===== src/rtl/crc_serial_engine.sv =====
// crc_serial_engine: multi-cycle CRC generator/checker, MSB first, BITS_PER_CLK bits per cycle
module crc_serial_engine #(
  parameter int DATA_W = 32,
  parameter int CRC_W = 4,
  parameter logic [CRC_W-1:0] POLY = 'h3,
  parameter logic [CRC_W-1:0] INIT = '0,
  parameter int BITS_PER_CLK = 1
) (
  input  logic                    CLK,
  input  logic                    RST,
  input  logic                    IN_VALID,
  output logic                    IN_READY,
  input  logic [DATA_W-1:0]       D_IN,
  input  logic [CRC_W-1:0]        CRC_IN,
  input  logic                    CHK,
  output logic                    OUT_VALID,
  input  logic                    OUT_READY,
  output logic [DATA_W+CRC_W-1:0] D_OUT,
  output logic                    CRC_ERR,
  output logic                    BUSY
);
  localparam int N = DATA_W / BITS_PER_CLK;
  localparam int CNT_W = N > 1 ? $clog2(N) : 1;
  typedef enum logic [1:0] {IDLE, CALC, DONE} state_t;
  state_t state_q, state_d;
  logic [DATA_W-1:0] data_q, data_d, work_q, work_d;
  logic [CRC_W-1:0] r_q, r_d, crc_in_q, crc_in_d, r_step;
  logic chk_q, chk_d;
  logic [CNT_W-1:0] cnt_q, cnt_d;
  // BITS_PER_CLK chained single-bit division steps
  always_comb begin
    r_step = r_q;
    for (int i = 0; i < BITS_PER_CLK; i++)
      r_step = {r_step[CRC_W-2:0], 1'b0} ^ ((r_step[CRC_W-1] ^ work_q[DATA_W-1-i]) ? POLY : '0);
  end
  always_comb begin
    state_d = state_q;
    data_d = data_q;
    work_d = work_q;
    r_d = r_q;
    crc_in_d = crc_in_q;
    chk_d = chk_q;
    cnt_d = cnt_q;
    if (state_q == IDLE && IN_VALID) begin
      state_d = CALC;
      data_d = D_IN;
      work_d = D_IN;
      crc_in_d = CRC_IN;
      chk_d = CHK;
      r_d = INIT;
      cnt_d = '0;
    end
    if (state_q == CALC) begin
      r_d = r_step;
      work_d = work_q << BITS_PER_CLK;
      cnt_d = cnt_q + 1'b1;
      state_d = cnt_q == CNT_W'(N - 1) ? DONE : CALC;
    end
    if (state_q == DONE && OUT_READY) state_d = IDLE;
  end
  always_ff @(posedge CLK) begin
    if (RST) begin
      state_q <= IDLE;
      data_q <= '0;
      work_q <= '0;
      r_q <= INIT;
      crc_in_q <= '0;
      chk_q <= 1'b0;
      cnt_q <= '0;
    end else begin
      state_q <= state_d;
      data_q <= data_d;
      work_q <= work_d;
      r_q <= r_d;
      crc_in_q <= crc_in_d;
      chk_q <= chk_d;
      cnt_q <= cnt_d;
    end
  end
  assign BUSY = state_q != IDLE;
  assign IN_READY = state_q == IDLE;
  assign OUT_VALID = state_q == DONE;
  assign D_OUT = OUT_VALID ? {data_q, r_q} : '0;
  assign CRC_ERR = OUT_VALID && chk_q && (r_q != crc_in_q);
endmodule


===== config.mk =====
export PLATFORM = sky130hd
export DESIGN_NAME = crc_serial_engine
export DESIGN_NICKNAME = d
export VERILOG_FILES = /design/src/rtl/crc_serial_engine.sv
export SDC_FILE = /design/constraint.sdc
export NUM_CORES = 1
export LEC_CHECK = 0
export CORE_MARGIN = 5
export CORE_UTILIZATION = 50
export CTS_CLUSTER_DIAMETER = 60
export DETAILED_ROUTE_END_ITERATION = 16
export GPL_TIMING_DRIVEN = 1
export PLACE_DENSITY = 0.81
export SLEW_MARGIN = 20
export SYNTH_ARGS = -nofsm -noshare
export SYNTH_HDL_FRONTEND = slang
export SYNTH_SLANG_ARGS = --single-unit
export TNS_END_PERCENT = 5

===== constraint.sdc =====
create_clock -name CLK -period 1.6 [get_ports CLK]
set_input_delay 0.16 -clock CLK [delete_from_list [all_inputs] [get_ports CLK]]
set_output_delay 0.16 -clock CLK [all_outputs]
set_load 0.01 [all_outputs]

Yosys cells after proc, flatten, opt, wreduce, memory -nomap -nowiden
Cells that the tools add are included.
Word-level totals
  input bits: 41
  register bits: 80
Operators by class
  bitwise operators: 2
  reduce and logical (&&, ||, !) cells: 9
  equality and inequality tests: 4
  multiplexer cells: 11
  add/subtract/negate cells: 1
Operator list (number)
  $mux 32: 2
  $mux 36: 1
  $mux 5: 2
  $mux 2: 4
  $mux 4: 2
  $add 5x1->5 const B: 1
  $eq 5x5->1 const B: 1
  $logic_and 1x1->1: 4
  $ne 4x4->1: 1
  $reduce_bool 2->1: 2
  $reduce_or 2->1: 2
  $xor 4x2->4: 1
  $eq 2x1->1 const B: 1
  $eq 2x2->1 const B: 1
  $logic_not 2->1: 1
  $xor 1x1->1: 1

Logic depth before layout (Yosys ltp)
  depth in word-level cells: 4
  gate-level depth with buffers: 6

Worst setup path after synthesis
No wires, ideal clock.
  path type: register -> register
  start point: reg state_q[0]
  end point: reg work_q[1]
  cell stages (with the launch flop): 6
  arrival: 1.140 ns
  required time: 1.480 ns
  setup slack: 0.340 ns
  buffers on the path: 2
  path through: dfxtp_1 buf_6 buf_6 or3b_1 a21oi_1 nor3_2
On the way
  word-level cells in the longest chain between the ends: 3
  elaborated cells between the ends (all ways): 5
  classes of those cells: eq/ne: 1; mux: 1; reduce/logical: 3
RTL lines
  start: declaration: RTL line 25  | state_t state_q, state_d;
  start signal: assignment: RTL line 71  | state_q <= state_d;
  $logic_not 2->1: RTL line 44  | if (state_q == IDLE && IN_VALID) begin
  $logic_and 1x1->1: RTL line 44
  $reduce_bool 2->1 (no source line)
  end signal: assignment: RTL line 73  | work_q <= work_d;
  end: declaration: RTL line 26  | logic [DATA_W-1:0] data_q, data_d, work_q, work_d;
Several ways; a longest one is shown, not always the timed one.
A chain may end at the register's enable or synchronous reset.

Worst setup path after layout
  start point: reg state_q[0]
  end point: out IN_READY
On the way
  word-level cells in the longest chain between the ends: 1
RTL lines
  $logic_not 2->1: RTL line 81  | assign IN_READY = state_q == IDLE;
  end: declaration: RTL line 12  | output logic IN_READY,
No other way between the ends.

==> run metrics <==
Post-Synthesis Cells=481; antenna cell count=0; top cell type by total area after synthesis=dfxtp_1; post-DP HPWL=6371 µm; FF+latch area=1604 µm²; Root Driver=clkbuf_8; wire length per cell=between 10 and 15 µm; design area=4813 µm²; Num CTS Buffers=9; # DRC=0; Setup CP Type=register to output pin; CP max stage cell=dfxtp_2; vias in the first global route=around 3200; syn avg cell area=8.053 µm²; Cell Area, Synth=3874 µm²; Post-Route WL=9267 µm; CP top delay family=buffers and inverters; library cells used by synthesis=38; core area=approximately 7600 µm²; Setup-failing EPs final=0; fin crit share=between 90% and 100%; Layout Cells excl Fill=663; vias=roughly 3500; Startpoint Class=register; MaxCap Viol Count=0; Net Count, Synth=524; hold bufs inserted after CTS=0; worst-margin pin slew=0.5445 ns; Crit. End Element=output pin; register bit count reported by yosys=80; largest net degree at the start of global routing=51; fill count=647; Fmax achieved=630.6 MHz; Sum Neg Setup Slack=0 ns; layout cells sized above 1=between 10% and 20%; Place WS=-0.1683 ns; GRT Util Overall=19.73%; critical path data required time=1.44 ns; DRT Pass-1 Iters=4; crit-path max FO=7; Reg clk slew, reported paths=0.07 ns; WHS=0.2391 ns; clock latency on the worst-skew pair=0.35 ns; deepest clock path buffer count=2; leakage power=around 2 nW; Initial Util=50.65%; Synth top cells by count=nand2_1 (84), dfxtp_1 (80), a21oi_1 (75); Async SR Flop Fraction=0%; final setup margin=0.01408 ns; WP buf/inv=3; Buffers on Ports=80; Critical Path AT=1.43 ns; CP max stage delay=0.34 ns; YS warnings=0; CTS tree=built; hold crit path type=primary input to register; total die area=9608 µm²; nets=600; EDFF count, synth=0; Inst Count DP=about 650; initial antenna violation count=0; die width=98.02 µm; PD cells=921.9 nW/µm²; crit-path cells=buf_4 -> or2_2 -> inv_1 -> clkdlybuf4s15_2; skew final=0.008664 ns; clk sinks=80; final RePlAce weighted congestion=~0.8; Area Overhead vs Synth=24.26%; max_slew headroom=between 60% and 70%; post-synthesis sequential area ratio=41.34%; first-pass GRT wire length=approximately 16000 µm; final hold vios=0; RSZ-0062 raised after global routing=yes; post-route ant nets=0; Tmin final=1.586 ns; status=completed; I/O Pins=81; synth top area cells=dfxtp_1 (41%), a21oi_1 (9.7%), nand2_1 (8.1%), or3b_1 (7.2%), and2_1 (5.8%); DP Area=4708 µm²; area of the multi-input gates=2013 µm²; initial DRC count=231; Std-Cell Rows=32; htree depth=3; Synth top area share=41.34%; total gr overflow=0; Vias/cell=5.214; Final Max Slew Viols=0; Die H=98.02 µm; Top FF cell, synth=dfxtp_1; Peak supply drop=0.4907 mV; most common cell in the synthesized netlist=nand2_1
-- cells in the final DEF, fill, tap and decap left out, types with 3 or more instances in the layout --
cell type        netlist  routed
nor3_2                 5       5
nand3_1                5       5
buf_4                  1      19
nor2_1                33      33
and2_1                36      34
clkbuf_2               1      16
or3b_1                32      31
buf_6                 15       6
nand2b_1              31      31
dfxtp_1               80      78
xnor2_1                4       4
nand2_1               84      83
inv_1                  3       3
nor3_1                26      26
clkbuf_8               0      12
a21oi_1               75      75
buf_2                 10      21
clkdlybuf4s50_1        0      39
-- path summary, 6_finish.rpt --
path	from	endpoint	slack (ns)	depth (start not counted)
worst max-delay path	state_q[0]	IN_READY	0.01	4
worst min-delay path	RST	r_q[1]	0.24	3
worst max register to register	state_q[1]	data_q[29]	0.05	6
worst min register to register	data_q[15]	data_q[15]	0.45	2
-- stage by stage --
stage / power (W) / util [%]
after detailed placement: 0.002933 / 61.57
after global placement: 0.002906 / 61.57
after global routing: 0.004658 / 62.94
after floorplan: 0.002736 / -
final: 0.004438 / 62.94
after CTS: 0.004469 / 63.33
-- tightest hold or removal path, stage by stage --
cell and delay (ns):
buf_2 0.13, nor2_1 0.10, a311o_1 0.17
-- kinds of logic after synthesis --
family,after synthesis,share of synthesized area (%)
AOI/OAI and AO/OA,84,11.43
xor gates and xnor gates,5,1.130
DFF,80,41.34
and+or+nand+nor,265,37.56
adders and majority gates,2,0.6459
buffers and inverters,44,7.623
muxes,1,0.2584
-- repair_timing --
| action | in CTS | in global routing |
|---|---|---|
| gates cloned | 0 | 0 |
| buffers inserted | 3 | 0 |
| endpoints found under the setup margin | 44 | 39 |
| resized for setup | 114 | 40 |
| pin swaps | 0 | 1 |
| hold endpoints to repair | 0 | 0 |
-- report_power, final --
group	switching, W	leakage (nW)	internal, W	total [W]
clock network	0.000696	0.102	0.000842	0.00154
logic	0.000358	1.21	0.000330	0.000688
registers	0.0000717	0.660	0.00214	0.00221
total	0.00113	1.97	0.00331	0.00444
-- registers in the layout (all words and copies together), names as in the netlist --
| register | cells |
|---|---|
| chk_q | 1 |
| cnt_q | 5 |
| crc_in_q | 4 |
| data_q | 32 |
| r_q | 4 |
| state_q | 2 |
| work_q | 32 |
-- layer usage --
layer / GRT usage, % / wire (µm) / vias to the layer above
met5: 0 / 0 / -
met4: 8.520 / 190 / 0
met3: 3.786 / 619 / 15
met2: 30.58 / 4232 / 114
met1: 26.78 / 4225 / 1588
li1: - / - / 1740
-- layout make-up --
class	count	area share, %
Sequential cell	80	33.32
Timing Repair Buffer	106	17.68
Clock inverter	2	0.7798
Multi-Input combinational cell	357	41.82
Clock buffer	13	3.509
Inverter	3	0.2339
Tap cell	102	2.651
(Power assumes the default switching activity.)
